## config.mk

```make
export PLATFORM = sky130hd
export DESIGN_NAME = rob_commit
export DESIGN_NICKNAME = d
export VERILOG_FILES = /design/src/rtl/rob_commit_pkg.sv /design/src/rtl/rob_ptr.sv /design/src/rtl/rob_commit.sv
export SDC_FILE = /design/constraint.sdc
export NUM_CORES = 1
export LEC_CHECK = 0
export ABC_CLOCK_PERIOD_IN_PS = 6300
export CORE_MARGIN = 10
export CORE_UTILIZATION = 35
export CTS_BUF_LIST = sky130_fd_sc_hd__clkbuf_4 sky130_fd_sc_hd__clkbuf_8
export CTS_CLUSTER_DIAMETER = 100
export DETAILED_ROUTE_END_ITERATION = 10
export SKIP_LAST_GASP = 1
export SYNTH_ARGS = -nofsm -noshare
export SYNTH_HDL_FRONTEND = slang
export SYNTH_SLANG_ARGS = --single-unit
```

## constraint.sdc

```tcl
create_clock -name clk -period 6.3 [get_ports clk]
set_clock_uncertainty 0.15 [all_clocks]
set_input_delay 0.63 -clock clk [delete_from_list [all_inputs] [get_ports clk]]
set_output_delay 0.63 -clock clk [all_outputs]
set_load 0.1 [all_outputs]
```

## src/rtl/rob_commit_pkg.sv

```systemverilog
// Shared types for the reorder-buffer commit slice.
// Default sizes apply only when no CPU-wide configuration header has defined them.
`ifndef ROB_SIZE
`define ROB_SIZE 4
`endif
`ifndef NUM_D_REG
`define NUM_D_REG 16
`endif
`ifndef NUM_S_REG
`define NUM_S_REG 8
`endif

package rob_commit_pkg;

  localparam int D_ADDR_W = $clog2(`NUM_D_REG);
  localparam int S_ADDR_W = $clog2(`NUM_S_REG);

  typedef struct packed {
    logic                occupied;
    logic                done;
    logic                write_d;
    logic [D_ADDR_W-1:0] prev_rw_addr;
    logic                write_s;
    logic [S_ADDR_W-1:0] prev_rs_addr;
  } rob_entry_t;

endpackage

```

## src/rtl/rob_ptr.sv

```systemverilog
// Wrapping ROB pointer; relies on the buffer depth being a power of two.
module rob_ptr #(
  parameter int WIDTH = 2
) (
  input  logic             clk,
  input  logic             n_rst,
  input  logic             inc,
  output logic [WIDTH-1:0] ptr
);

  always_ff @(posedge clk or negedge n_rst) begin
    if (!n_rst) begin
      ptr <= '0;
    end else if (inc) begin
      ptr <= ptr + WIDTH'(1);
    end
  end

endmodule

```

## src/rtl/rob_commit.sv

```systemverilog
// Reorder buffer: in-order allocation, out-of-order completion, in-order single retire
// with registered commit and free-list strobes.
module rob_commit
  import rob_commit_pkg::*;
#(
  parameter int ROB_SIZE  = `ROB_SIZE,
  parameter int NUM_D_REG = `NUM_D_REG,
  parameter int NUM_S_REG = `NUM_S_REG,
  localparam int PTR_W = $clog2(ROB_SIZE),
  localparam int CNT_W = PTR_W + 1,
  localparam int DW    = $clog2(NUM_D_REG),
  localparam int SW    = $clog2(NUM_S_REG)
) (
  input  logic             clk,
  input  logic             n_rst,
  input  logic             alloc_valid,
  input  logic             alloc_write_d,
  input  logic [DW-1:0]    alloc_prev_rw_addr,
  input  logic             alloc_write_s,
  input  logic [SW-1:0]    alloc_prev_rs_addr,
  output logic             alloc_ready,
  output logic [PTR_W-1:0] alloc_rob_addr,
  input  logic             done_valid,
  input  logic [PTR_W-1:0] done_rob_addr,
  output logic             commit_valid,
  output logic [PTR_W-1:0] commit_rob_addr,
  output logic             free_d_valid,
  output logic [DW-1:0]    free_d_addr,
  output logic             free_s_valid,
  output logic [SW-1:0]    free_s_addr,
  output logic [CNT_W-1:0] count,
  output logic             empty
);

  rob_entry_t       entries [ROB_SIZE];
  rob_entry_t       head_entry;
  logic [PTR_W-1:0] head;
  logic [PTR_W-1:0] tail;
  logic             accept;
  logic             retire;

  // Full is judged on registered count alone, so a retiring full ROB still refuses.
  assign alloc_ready    = (count < CNT_W'(ROB_SIZE));
  assign accept         = alloc_valid && alloc_ready;
  assign head_entry     = entries[head];
  assign retire         = head_entry.occupied && head_entry.done;
  assign alloc_rob_addr = tail;
  assign empty          = (count == '0);

  rob_ptr #(.WIDTH(PTR_W)) u_head (
    .clk   (clk),
    .n_rst (n_rst),
    .inc   (retire),
    .ptr   (head)
  );

  rob_ptr #(.WIDTH(PTR_W)) u_tail (
    .clk   (clk),
    .n_rst (n_rst),
    .inc   (accept),
    .ptr   (tail)
  );

  // Allocation can never hit the retiring slot, so the priority order is only defensive.
  always_ff @(posedge clk or negedge n_rst) begin
    if (!n_rst) begin
      for (int i = 0; i < ROB_SIZE; i++) begin
        entries[i] <= '0;
      end
    end else begin
      for (int i = 0; i < ROB_SIZE; i++) begin
        if (accept && tail == PTR_W'(i)) begin
          entries[i].occupied     <= 1'b1;
          entries[i].done         <= 1'b0;
          entries[i].write_d      <= alloc_write_d;
          entries[i].prev_rw_addr <= alloc_prev_rw_addr;
          entries[i].write_s      <= alloc_write_s;
          entries[i].prev_rs_addr <= alloc_prev_rs_addr;
        end else if (retire && head == PTR_W'(i)) begin
          entries[i] <= '0;
        end else if (done_valid && done_rob_addr == PTR_W'(i) && entries[i].occupied) begin
          entries[i].done <= 1'b1;
        end
      end
    end
  end

  always_ff @(posedge clk or negedge n_rst) begin
    if (!n_rst) begin
      count <= '0;
    end else begin
      unique case ({accept, retire})
        2'b10:   count <= count + CNT_W'(1);
        2'b01:   count <= count - CNT_W'(1);
        default: count <= count;
      endcase
    end
  end

  // Addresses are forced to zero whenever their strobe is low.
  always_ff @(posedge clk or negedge n_rst) begin
    if (!n_rst) begin
      commit_valid    <= 1'b0;
      commit_rob_addr <= '0;
      free_d_valid    <= 1'b0;
      free_d_addr     <= '0;
      free_s_valid    <= 1'b0;
      free_s_addr     <= '0;
    end else begin
      commit_valid    <= retire;
      commit_rob_addr <= retire ? head : '0;
      free_d_valid    <= retire && head_entry.write_d;
      free_d_addr     <= (retire && head_entry.write_d) ? head_entry.prev_rw_addr : '0;
      free_s_valid    <= retire && head_entry.write_s;
      free_s_addr     <= (retire && head_entry.write_s) ? head_entry.prev_rs_addr : '0;
    end
  end

endmodule
```

### Yosys cells after proc, flatten, opt, wreduce, memory -nomap -nowiden

Cells that the tools add are included.

* bits in registers: 63
* latch bits: 0
* bits in writable memories: 0
* bits in read-only memories: 0
* input port bits: 15
* output and inout bits: 19
* memories: 0

* add/sub/neg operators: 4
* multipliers: 0
* div/mod/pow operators: 0
* magnitude comparators: 2
* eq/ne operators: 11
* shift-type cells: 0
* muxes and demuxes: 27
* bitwise operators: 1
* reduce and logical (&&, ||, !) cells: 33

Operator list (count)
* 2-to-1 mux 11 bit: 6
* 2-to-1 mux 9 bit: 4
* binary-select mux 11 bit (select 2 bit): 1
* logical AND 1 bit: 20
* equality test 2 bit, second input constant: 7
* 2-to-1 mux 1 bit: 12
* nonzero test 3 bit: 4
* nonzero test 2 bit: 5
* equality test 2 x 1 -> 1 bit, second input constant: 4
* zero test 2 bit: 3
* case mux 3 bit (2 select lines): 1
* adder 2 x 1 -> 2 bit, second input constant: 2
* 2-to-1 mux 4 bit: 1
* adder 3 x 1 -> 3 bit, second input constant: 1
* >= comparator 3 bit, second input constant: 1
* zero test 3 bit: 1
* < comparator 3 bit, second input constant: 1
* 2-to-1 mux 3 bit: 1
* inverter 2 -> 3 bit: 1
* subtractor 3 x 1 -> 3 bit, second input constant: 1
* 2-to-1 mux 2 bit: 1

### Depth between registers and ports, before layout

* depth after elaboration: 8
* gate-level depth with buffers: 10

### Modules after synthesis

A second synthesis with hierarchy kept.

* cell total of the unflattened synthesis: 203
* area, all modules: 2727.6 µm²

Modules (own cells, without submodules)
* rob_commit: times used 1, cells an instance 193, area an instance 2585.0 µm², seq. area each 1476.4 µm²
* rob_ptr: times used 2, cells an instance 5, area an instance 71.3 µm², seq. area each 50.0 µm²

### Worst setup path before layout

OpenSTA, ideal clock, no wires.

* path type: register to output
* from: register count[0]
* to: output port empty
* data arrival time: 2978 ps
* required time: 5520 ps
* path slack: 2542 ps
* cell stages (with the launch flop): 2
* cells stage by stage: dfrtp_1 -> nor3_1

* longest elaborated chain between the ends: 1

Ends and longest elaborated chain
* start: declaration: line rob_commit.sv:31 `output logic [CNT_W-1:0] count,`
* start signal: assignment: line rob_commit.sv:93 `2'b10: count <= count + CNT_W'(1);`
* start signal: assignment: line rob_commit.sv:94 `2'b01: count <= count - CNT_W'(1);`
* start signal: assignment: line rob_commit.sv:95 `default: count <= count;`
* zero test 3 bit: line rob_commit.sv:48 `assign empty = (count == '0);`
* end: declaration: line rob_commit.sv:32 `output logic empty`

No other way between the ends.

### Final worst setup path

* from: register count[1]
* to: output port empty

Same word-level chain as after synthesis.

==> run metrics <==
commonest cells in the synthesized netlist nand2_1 (81), dfrtp_1 (63), o21ai_2 (37); via count 2125; WP buf/inv 1; WP data arrival 2.11 ns; layout cell share with drive strength beyond 1 23.29%; Worst Slack Setup Final 3.406 ns; final hold violation count 0; placer congestion estimate 0.7804; n_diodes 0; Leak 1.660 nW; core area 8678 um^2; Seq/Total Area, Yosys 50.56%; clk buf depth 2; count leader, synth nand2_1; worst skew pair latency 0.34 ns; Die Wd 114.4 um; Avg Synthesized Cell Area 10.90 um^2; CTS sink count 63; Worst setup EP type output port; GRT Residual Overflow 0; post-synth top area share 50.56%; vias per cell 4.942; Setup Buffers After CTS 0; Peak VDD IR 369.0 uV; Area growth, synth to finish 19.42%; initial core utilization 35.93%; vias in the first global route 2190; CP Class flop to output port; Syn Std Cell Area 3118 um^2; Tcrit/Tclk final 45.94%; HPWL Detailed 4746 um; number of distinct library cells after synthesis 35; Synth async-reset ratio 100.0%; Die H 114.4 um; initial antenna violation count 0; required time of the critical path 5.52 ns; synthesized instance count 286; Cell Pwr Density 576.9 nW/um^2; fmax 345.5 MHz; Avg WL per Cell 17.03 um; io pins 34; #FFs+latches synth 63; outcome completed; RSZ-0062 raised after global routing false; Synth Warn # 0; Initial DRC Count 111; CTS Buf Count 9; site row count 34; setup_tns 0 ns; slowest stage delay, CP 1.16 ns; min-delay worst type primary input to async pin; CTS tree built; first-pass GRT wire length 11950 um; DR pass1 iterations 4; Crit-path slowest cell clkdlybuf4s50_1; total of max-cap violations 0; final worst path period need 2.894 ns; Remaining DRCs 0; Routed WL 7323 um; Setup WS pre-CTS 3.408 ns; Final Setup Violations 0; CTS H-tree lvls 3; die area 13080 um^2; Primary FF master, synth dfrtp_1; Mapped Nets 311; Final Slew Violations 0; CP Launch Type flop; Rel. slew slack 34.38%; delay-heaviest family, CP buffers and inverters; Area contributors post-synth dfrtp_1 (51%), o21ai_2 (10%), nand2_1 (9.8%); EDFF count, synth 0; CTS root buf clkbuf_8; area leader, netlist dfrtp_1; overall routing resource usage 11.77%; Slew @ Worst Pin 0.9813 ns; CP cell instances nor3_1 -> clkdlybuf4s50_1; fill cell count 866; largest net degree at the start of global routing 64; CP Max Fanout 4; ANT nets after route 0; CTS clk-pin slew, worst paths 0.07 ns; Layout Nets 342; CTS hold repair buffers 0; Port Buf Inserts 33; post-CTS resize count 0
final cells by class:
cell class                      instances  area, um^2  area share (%)
Multi-Input combinational cell        191        1366           36.69
Inverter                               18       67.56           1.815
Sequential cell                        63        1577           42.34
Clock inverter                          6       107.6           2.890
Clock buffer                           10       137.6           3.696
Timing Repair Buffer                   34       332.8           8.938
Tap cell                              108       135.1           3.629
cells by family after synthesis:
group	after synthesis	share of synthesized area, %
compound gates	59	15.77
xor+xnor	4	1.124
fa+ha+maj	10	4.254
buf+inv	32	5.618
flops	63	50.56
mux	9	6.621
simple gates	109	16.05
routing by layer:
layer | track usage, % | share of wire [%] | up-vias
met2 | 17.18 | 47 | 54
met5 | 0 | 0 | -
met1 | 16.12 | 46 | 1034
met4 | 5.514 | 1.7 | 0
met3 | 2.621 | 5.4 | 10
li1 | - | - | 1027
report_power, final:
| part | internal, mW | total [mW] | switching (mW) | leakage (nW) |
|---|---|---|---|---|
| clock | 0.272 | 0.435 | 0.163 | 0.122 |
| sequential | 0.584 | 0.740 | 0.155 | 0.807 |
| combinational | 0.354 | 0.974 | 0.620 | 0.731 |
sequential cells by signal, summed over array words and instances (netlist names):
register / cells
commit_rob_addr: 2
commit_valid: 1
count: 3
entries: 44
free_d_addr: 4
free_d_valid: 1
free_s_addr: 3
free_s_valid: 1
u_head.ptr: 2
u_tail.ptr: 2
cells in the final DEF, fill, tap and decap left out, drive strengths merged, types with 4 or more instances in the layout:
cell,Yosys,final
nand2,81,81
dfrtp,63,63
o21ai,46,46
clkdlybuf4s50,0,32
inv,18,18
clkbuf,3,10
ha,9,9
mux4,9,9
nor2b,8,8
and2,5,5
a21boi,4,4
nor2,4,4
nor3,4,4
per-stage QoR:
step           utilization [%]  total power, mW  hold WS (ns)  cell area [um^2]  instances
4_1_cts                  42.91            2.168        0.3444              3724        430
3_5_place_dp             40.08            1.730        0.3611              3478        414
2_1_floorplan                -            1.518        0.1844              3118        286
6_report                 42.91            2.148        0.3117              3724        430
3_3_place_gp             40.08            1.713        0.3545              3478        414
5_1_grt                  42.91            2.283        0.3779              3724        430
path summary, 6_finish.rpt:
kind                          startpoint            end  slack (ns)  cells past startpoint
setup reg to reg           u_head.ptr[0]       count[2]        3.47                      9
hold reg to reg              entries[24]    entries[24]        0.37                      2
min in group clk             entries[24]    entries[24]        0.37                      2
max in group asynchronous          n_rst     entries[9]        5.16                      2
hold / removal                     n_rst  u_tail.ptr[0]        0.31                      2
setup / recovery                count[1]          empty        3.41                      2
Note: power is estimated with default switching activity, not from simulation.
